===== src/rtl/key_frame_tx.sv =====
// Serial key-frame transmitter: 14 cells (inverted pre-level, then bit level), LSB first, then a low gap.
// Optional build macro KEY_FRAME_TX_REPEAT_EN adds REPEAT_REQ to re-send the latched frame back to back.
module key_frame_tx #(
    parameter int CELL_PRE  = 'h100,
    parameter int CELL_HOLD = 'h600,
    parameter int FRAME_GAP = 'h10400
) (
    input  logic        LPC_CLK33M_GMUX,
    input  logic        GMUX_RESET,
    input  logic [13:0] FRAME_DATA,
    input  logic        FRAME_VALID,
`ifdef KEY_FRAME_TX_REPEAT_EN
    input  logic        REPEAT_REQ,
`endif
    output logic        FRAME_READY,
    output logic        KEY_TX,
    output logic        TX_BUSY,
    output logic        FRAME_DONE,
    output logic        FRAME_ERR
);

    typedef enum logic [1:0] {
        IDLE = 2'd0,
        PRE  = 2'd1,
        HOLD = 2'd2,
        GAP  = 2'd3
    } state_t;

    localparam logic [10:0] PRE_LAST  = 11'(CELL_PRE - 1);
    localparam logic [10:0] HOLD_LAST = 11'(CELL_HOLD - 1);
    localparam logic [16:0] GAP_LAST  = 17'(FRAME_GAP - 1);
    localparam logic [3:0]  LAST_BIT  = 4'd13;

    state_t      state_q, state_d;
    logic [13:0] shift_q, shift_d;
    logic [3:0]  index_q, index_d;
    logic [10:0] cell_cnt_q, cell_cnt_d;
    logic [16:0] gap_cnt_q, gap_cnt_d;
    logic        key_q, key_d;
    logic        done_q, done_d;
    logic        err_q, err_d;
    logic        repeat_go;

`ifdef KEY_FRAME_TX_REPEAT_EN
    // A pending new frame wins: fall back to IDLE so it transfers next cycle.
    assign repeat_go = REPEAT_REQ & ~FRAME_VALID;
`else
    assign repeat_go = 1'b0;
`endif

    always_comb begin
        // NOTE: every signal gets a default before the case so no path leaves it unassigned (no latches).
        state_d    = state_q;
        shift_d    = shift_q;
        index_d    = index_q;
        cell_cnt_d = cell_cnt_q;
        gap_cnt_d  = gap_cnt_q;
        done_d     = 1'b0;
        err_d      = 1'b0;

        unique case (state_q)
            IDLE: begin
                if (FRAME_VALID) begin
                    if (FRAME_DATA[13]) begin
                        err_d = 1'b1;
                    end else begin
                        shift_d    = FRAME_DATA;
                        index_d    = 4'd0;
                        cell_cnt_d = 11'd0;
                        state_d    = PRE;
                    end
                end
            end
            PRE: begin
                if (cell_cnt_q == PRE_LAST) begin
                    cell_cnt_d = 11'd0;
                    state_d    = HOLD;
                end else begin
                    cell_cnt_d = cell_cnt_q + 11'd1;
                end
            end
            HOLD: begin
                if (cell_cnt_q == HOLD_LAST) begin
                    cell_cnt_d = 11'd0;
                    if (index_q == LAST_BIT) begin
                        gap_cnt_d = 17'd0;
                        state_d   = GAP;
                    end else begin
                        index_d = index_q + 4'd1;
                        state_d = PRE;
                    end
                end else begin
                    cell_cnt_d = cell_cnt_q + 11'd1;
                end
            end
            GAP: begin
                if (gap_cnt_q == GAP_LAST) begin
                    gap_cnt_d = 17'd0;
                    done_d    = 1'b1;
                    if (repeat_go) begin
                        index_d    = 4'd0;
                        cell_cnt_d = 11'd0;
                        state_d    = PRE;
                    end else begin
                        state_d = IDLE;
                    end
                end else begin
                    gap_cnt_d = gap_cnt_q + 17'd1;
                end
            end
            default: state_d = IDLE;
        endcase

        // Line level is decoded from the next state so KEY_TX is a flop aligned with state_q.
        unique case (state_d)
            IDLE:    key_d = 1'b1;
            PRE:     key_d = ~shift_d[index_d];
            HOLD:    key_d = shift_d[index_d];
            GAP:     key_d = 1'b0;
            default: key_d = 1'b1;
        endcase
    end

    // NOTE: sequential state uses non-blocking assignments only, so all flops update together.
    always_ff @(posedge LPC_CLK33M_GMUX or posedge GMUX_RESET) begin
        if (GMUX_RESET) begin
            state_q    <= IDLE;
            shift_q    <= 14'd0;
            index_q    <= 4'd0;
            cell_cnt_q <= 11'd0;
            gap_cnt_q  <= 17'd0;
            key_q      <= 1'b1;
            done_q     <= 1'b0;
            err_q      <= 1'b0;
        end else begin
            state_q    <= state_d;
            shift_q    <= shift_d;
            index_q    <= index_d;
            cell_cnt_q <= cell_cnt_d;
            gap_cnt_q  <= gap_cnt_d;
            key_q      <= key_d;
            done_q     <= done_d;
            err_q      <= err_d;
        end
    end

    assign KEY_TX      = key_q;
    assign FRAME_READY = (state_q == IDLE);
    assign TX_BUSY     = (state_q != IDLE);
    assign FRAME_DONE  = done_q;
    assign FRAME_ERR   = err_q;

endmodule


===== config.mk =====
export PLATFORM = sky130hd
export DESIGN_NAME = key_frame_tx
export DESIGN_NICKNAME = d
export VERILOG_FILES = /design/src/rtl/key_frame_tx.sv
export SDC_FILE = /design/constraint.sdc
export NUM_CORES = 1
export LEC_CHECK = 0
export ABC_AREA = 1
export BUFFER_PORTS_ARGS = -buffer_cell sky130_fd_sc_hd__buf_2
export CAP_MARGIN = 20
export CORE_MARGIN = 10
export CORE_UTILIZATION = 43
export CTS_BUF_LIST = sky130_fd_sc_hd__clkbuf_4 sky130_fd_sc_hd__clkbuf_8
export CTS_CLUSTER_DIAMETER = 40
export DETAILED_ROUTE_END_ITERATION = 16
export HOLD_SLACK_MARGIN = 0.06
export REMOVE_ABC_BUFFERS = 1
export SLEW_MARGIN = 5
export SYNTH_ARGS = -nofsm -noshare
export SYNTH_HDL_FRONTEND = slang
export SYNTH_SLANG_ARGS = --single-unit

===== constraint.sdc =====
create_clock -name LPC_CLK33M_GMUX -period 2.7 [get_ports LPC_CLK33M_GMUX]
set_input_delay 0.54 -clock LPC_CLK33M_GMUX [delete_from_list [all_inputs] [get_ports LPC_CLK33M_GMUX]]
set_output_delay 0.54 -clock LPC_CLK33M_GMUX [all_outputs]
set_load 0.03 [all_outputs]

After elaboration in Yosys (flattened, before gate mapping)
Cells that the tools add are included.
{"block": "classes", "addsub": 3, "n_reduce_logical": 6, "n_eq_ne": 14, "magnitude_cmp": 1, "n_bitwise": 2, "muxes": 32}
{"op": "two-way mux 17 bit", "count": 3}
{"op": "two-way mux 11 bit", "count": 4}
{"op": "two-way mux 14 bit", "count": 3}
{"op": "one-hot mux 17 bit (2 select lines)", "count": 1}
{"op": "one-hot mux 11 bit (3 select lines)", "count": 1}
{"op": "adder 17 x 1 -> 17 bit (second input constant)", "count": 1}
{"op": "== test 17 bit (second input constant)", "count": 1}
{"op": "two-way mux 4 bit", "count": 4}
{"op": "two-way mux 2 bit", "count": 6}
{"op": "adder 11 x 1 -> 11 bit (second input constant)", "count": 1}
{"op": "== test 11 bit (second input constant)", "count": 1}
{"op": "== test 11 x 8 -> 1 bit (second input constant)", "count": 1}
{"op": "== test 2 bit (second input constant)", "count": 4}
{"op": "!= test 2 bit (second input constant)", "count": 4}
{"op": "one-hot mux 2 bit (4 select lines)", "count": 1}
{"op": "one-hot mux 4 bit (2 select lines)", "count": 1}
{"op": "two-way mux 1 bit", "count": 6}
{"op": "AND reduction 3 bit", "count": 2}
{"op": "less-than comparator 4 x 5 -> 1 bit (second input constant)", "count": 1}
{"op": "adder 4 x 1 -> 4 bit (second input constant)", "count": 1}
{"op": "binary-select mux 1 bit (select 4 bit)", "count": 1}
{"op": "== test 2 x 1 -> 1 bit (second input constant)", "count": 2}
{"op": "== test 4 bit (second input constant)", "count": 1}
{"op": "zero test 2 bit", "count": 2}
{"op": "3 further kinds", "count": 5}
{"block": "word_totals", "elab_cells": 66, "reg_bits": 51, "in_bits": 17}

Logic depth before layout (Yosys ltp)
{"block": "depth", "word_depth": 8, "depth_mapped": 17, "depth_no_buf": 17}

Worst setup path after synthesis
No wires, ideal clock.
{"block": "synth_path", "path_kind": "flip-flop to flip-flop", "startpoint": "register state_q[1]", "endpoint": "register cell_cnt_q[9]", "path_stages_with_launch": 11, "path_buffers": 0, "t_arrival_ns": 2.010, "period_less_slack_ns": 2.141, "required_time_ns": 2.569, "setup_slack_ns": 0.559, "cell_sequence": "dfrtp_1 inv_1 ha_1 inv_2 nor2_1 inv_1 nand2_1 clkinv_1 nand3_1 xor2_1 nor2_1"}
{"block": "synth_via", "elab_chain_cells": 3}
{"item": "start, declared", "line_no": "34", "text": "state_t state_q, state_d;"}
{"item": "start signal, assigned", "line_no": "136", "text": "state_q <= state_d;"}
{"item": "zero test 2 bit (*)"}
{"item": "via FRAME_READY", "line_no": "15", "text": "output logic FRAME_READY,"}
{"item": "!= test 2 bit (no line)"}
{"item": "AND reduction 3 bit (no line)"}
{"item": "end signal, assigned", "line_no": "139", "text": "cell_cnt_q <= cell_cnt_d;"}
{"item": "end, declared", "line_no": "37", "text": "logic [10:0] cell_cnt_q, cell_cnt_d;"}
Mark *: on every way through the listed nets, which the timed path passes. The rest lies on a longest branch.
A chain may end at the register's enable or synchronous reset.

Worst setup path in the final report
{"block": "layout_path", "startpoint": "register index_q[0]", "endpoint": "register gap_cnt_q[13]"}
{"block": "layout_via", "elab_chain_cells": 3}
{"item": "start, declared", "line_no": "36", "text": "logic [3:0] index_q, index_d;"}
{"item": "start signal, assigned", "line_no": "138", "text": "index_q <= index_d;"}
{"item": "== test 4 bit", "line_no": "85", "text": "if (index_q == LAST_BIT) begin"}
{"item": "!= test 2 bit (no line)"}
{"item": "AND reduction 3 bit (no line)"}
{"item": "end signal, assigned", "line_no": "140", "text": "gap_cnt_q <= gap_cnt_d;"}
{"item": "end, declared", "line_no": "38", "text": "logic [16:0] gap_cnt_q, gap_cnt_d;"}
No other way between the ends.

==> metrics.cfg <==
[flow_run]
drv_cap=0

[sta]
finalClockSkew_ps=7.49
post-route-period-util=0.801
rsz0062_at_grt=false
setup-tns-final_ps=0
report.final.slew_viol_count=0
fmax_ghz=0.462
maxSlewHeadroom=0.560
final.min_clock_period_ps=2160
tightest_slew_ps=660
setup_violations=0
finalHoldViolCount=0

[place]
dp_hpwl_um=5060
portBuffers=21
placed_cell_area_mm2=0.00331
finalWeightedCongestion=0.915

[pwr]
power_frac_clock=0.174
ir_drop_mv=0.445
p_per_area_mw_per_mm2=833
intPower_w=0.00161
p_seq_frac=0.357
power_switching_w=0.00124
p_sw_frac=0.435
power.leakage_nw=1.70
comb_power_share=0.470

[yosys]
synth_xor_area_frac=0.0171
synthCells=406
seq_area_frac_synth=0.415
synth_top_family_by_area=simple AND/OR/NAND/NOR gates
muxShareOfSynthArea=0.00325
ys_ff_latch=51
synth_fa_ha_area_frac=0.0325
ys.warnings.count=0
synth_area_mm2=0.00308
postSynthAreaPerCell_um2=7.58
ys_types=41
ys.flop_type=dfrtp_1
synthArstFlopShare=1.00
synth_compound_area_frac=0.102
synth_edf_count=0
synth-simple-area-share=0.329

[clock_network]
cts_tree=built
clk_path_buf_depth=2
cts_buffers=5
path_clk_slew_ps=90
h-tree-depth=2
post-cts-setup-buffer-count=0
clk-insertion-delay-late_ps=300
ctsHoldBuffers=0
numClockSinks=51
root_buffer=clkbuf_8
cts_resized=0

[drt]
drt_pass1_iterations=4
wl_per_cell_um=12.1
avgViaCountPerCell=4.86
drc=0
antenna_left=0
vias=2583
wl_um=6400
initialDrtViolationCount=111

[setup_path]
crit_path_frequent_cell=nor2_4
slowest_delay_ps=500
critPathMaxFanout=13
critical_path_class=reg2reg
reg2reg_depth=11
cp-start-kind=flop
reg2reg_from=index_q[0]$_DFF_PP0_
required_ps=2880
endpoint_kind=flop
crit_buf_inv=0
cp_top_family=simple AND/OR/NAND/NOR gates
reg2reg_slack_ps=540
crit_slowest_cell=dfrtp_1
r2r-end=gap_cnt_q[13]$_DFFE_PP0P_
worstPathArrival_ps=2340
crit_chain=ha_1 -> nand3_1 -> o21ai_2 -> nand2_4 -> nor2_4 -> nand2_2 -> nor2_4 -> nand2_2 -> nor2_4 -> nand2_1 -> nor3b_2

[final_layout]
n_antenna_cell=0
finalInstanceArea_mm2=0.00342
seqCellArea_mm2=0.00128
syn_to_final_growth_pct=11.0
multi_input_area_mm2=0.00149
drive_gt1_frac=0.156
nFillCells=678
nets=459

[global_route]
grt_usage=0.118
antenna_found_initial=0
grt_max_degree=32
grt_first_pass_wirelength_um=11200
grt-ovfl-total=0
first_global_vias=2482

[floorplanning]
core_mm2=0.00687
ios=22
die_w_um=105
rows=30
die_height_um=105
start_util=0.448
die-area_mm2=0.0109

[min_path]
min_path_type=in2async

[outcome]
status=finished clean

## power groups by stage
stage,logic [W],registers [W],clock network (W)
floorplan,0.00102,0.00103,0
global placement,0.00133,0.00103,0
detailed placement,0.00135,0.00103,0
CTS,0.00135,0.00102,0.000512
global route,0.00154,0.00103,0.000546
finish,0.00134,0.00101,0.000494
## flip-flops by register name (all words and copies together), names as in the netlist
| register | cells |
|---|---|
| KEY_TX | 1 |
| index_q | 4 |
| state_q | 2 |
| shift_q | 14 |
| FRAME_DONE | 1 |
| cell_cnt_q | 11 |
| FRAME_ERR | 1 |
| gap_cnt_q | 17 |
## worst reg2reg max path: cells and delay by family (launching register included)
kind	cells	cell delay, ps
AO/OA/AOI/OAI	1	240
adder cells (fa/ha/maj)	1	200
flip-flops	1	500
AND/OR/NAND/NOR	9	1120
## synthesized netlist by cell type, types with 2 or more instances
cell type / number / share of area
nor3b_1: 2 / 0.0049
dfrtp_1: 50 / 0.41
a211oi_1: 2 / 0.0049
nand2_1: 93 / 0.11
xor2_1: 4 / 0.011
nor3_2: 2 / 0.0065
a21oi_1: 12 / 0.020
nand4_1: 4 / 0.0081
clkbuf_1: 2 / 0.0024
inv_1: 68 / 0.083
o21ai_0: 23 / 0.037
nand2_4: 3 / 0.011
nor3_1: 9 / 0.015
o31ai_1: 3 / 0.0073
ha_1: 8 / 0.033
inv_2: 7 / 0.0085
xnor2_1: 2 / 0.0057
nand3_1: 48 / 0.078
o21ai_1: 3 / 0.0049
nor2_4: 7 / 0.026
nor2_1: 22 / 0.027
nand2_2: 8 / 0.016
o22ai_1: 4 / 0.0081
nand3_4: 2 / 0.011
a31oi_1: 2 / 0.0041
## layout make-up
cell class	instances	area share
well taps	96	0.0352
flip-flops and latches	51	0.374
repair buffers	25	0.0396
multi-input cells	274	0.436
inverters	77	0.0850
clock buffers	8	0.0304
## worst max path at each step
stage	start	to	depth (start not counted)	slack, ps
final	index_q[0]$_DFF_PP0_	gap_cnt_q[13]$_DFFE_PP0P_	11	540
after global placement	index_q[0]$_DFF_PP0_	gap_cnt_q[13]$_DFFE_PP0P_	11	520
after detailed placement	index_q[0]$_DFF_PP0_	gap_cnt_q[13]$_DFFE_PP0P_	11	510
after floorplan	state_q[1]$_DFF_PP0_	KEY_TX$_DFF_PP1_	11	530
after CTS	index_q[0]$_DFF_PP0_	gap_cnt_q[13]$_DFFE_PP0P_	11	510
after global routing	index_q[0]$_DFF_PP0_	gap_cnt_q[13]$_DFFE_PP0P_	11	300
## layout by cell type (no fill, tap or decap), drive strengths merged, types with 2 or more instances in the layout
cell	instances
a31oi	2
o21ai	27
nor3b	3
o22ai	4
nor3	11
nor2	29
xnor2	2
o31ai	3
a211oi	2
xor2	4
nand2	104
a21oi	12
inv	75
clkbuf	8
clkinv	2
ha	8
nand3	51
nand4	4
buf	25
dfrtp	50
## cells by family after synthesis
logic type / count (synthesis)
AND/OR/NAND/NOR: 204
buffers and inverters: 81
AO/OA/AOI/OAI: 55
flip-flops: 51
adder cells (fa/ha/maj): 8
XOR/XNOR: 6
multiplexers: 1
## per-stage QoR
step | worst slack, ps | hold slack, ps | util | instances | total power, W
3_5_place_dp | 506 | 478 | 0.482 | 523 | 0.00238
2_1_floorplan | 526 | 431 | - | 402 | 0.00205
3_3_place_gp | 518 | 467 | 0.482 | 523 | 0.00236
6_report | 537 | 316 | 0.497 | 531 | 0.00285
5_1_grt | 300 | 371 | 0.497 | 531 | 0.00312
4_1_cts | 508 | 343 | 0.497 | 531 | 0.00288
## layer usage
| metal | GRT usage | vias to the layer above | share of wire |
|---|---|---|---|
| met1 | 0.146 | 1174 | 0.48 |
| met5 | 0 | - | 0 |
| met2 | 0.201 | 39 | 0.47 |
| li1 | - | 1362 | - |
| met4 | 0.0304 | 0 | 0.013 |
| met3 | 0.0289 | 8 | 0.041 |
No activity file was read; power rests on OpenSTA's default activity.
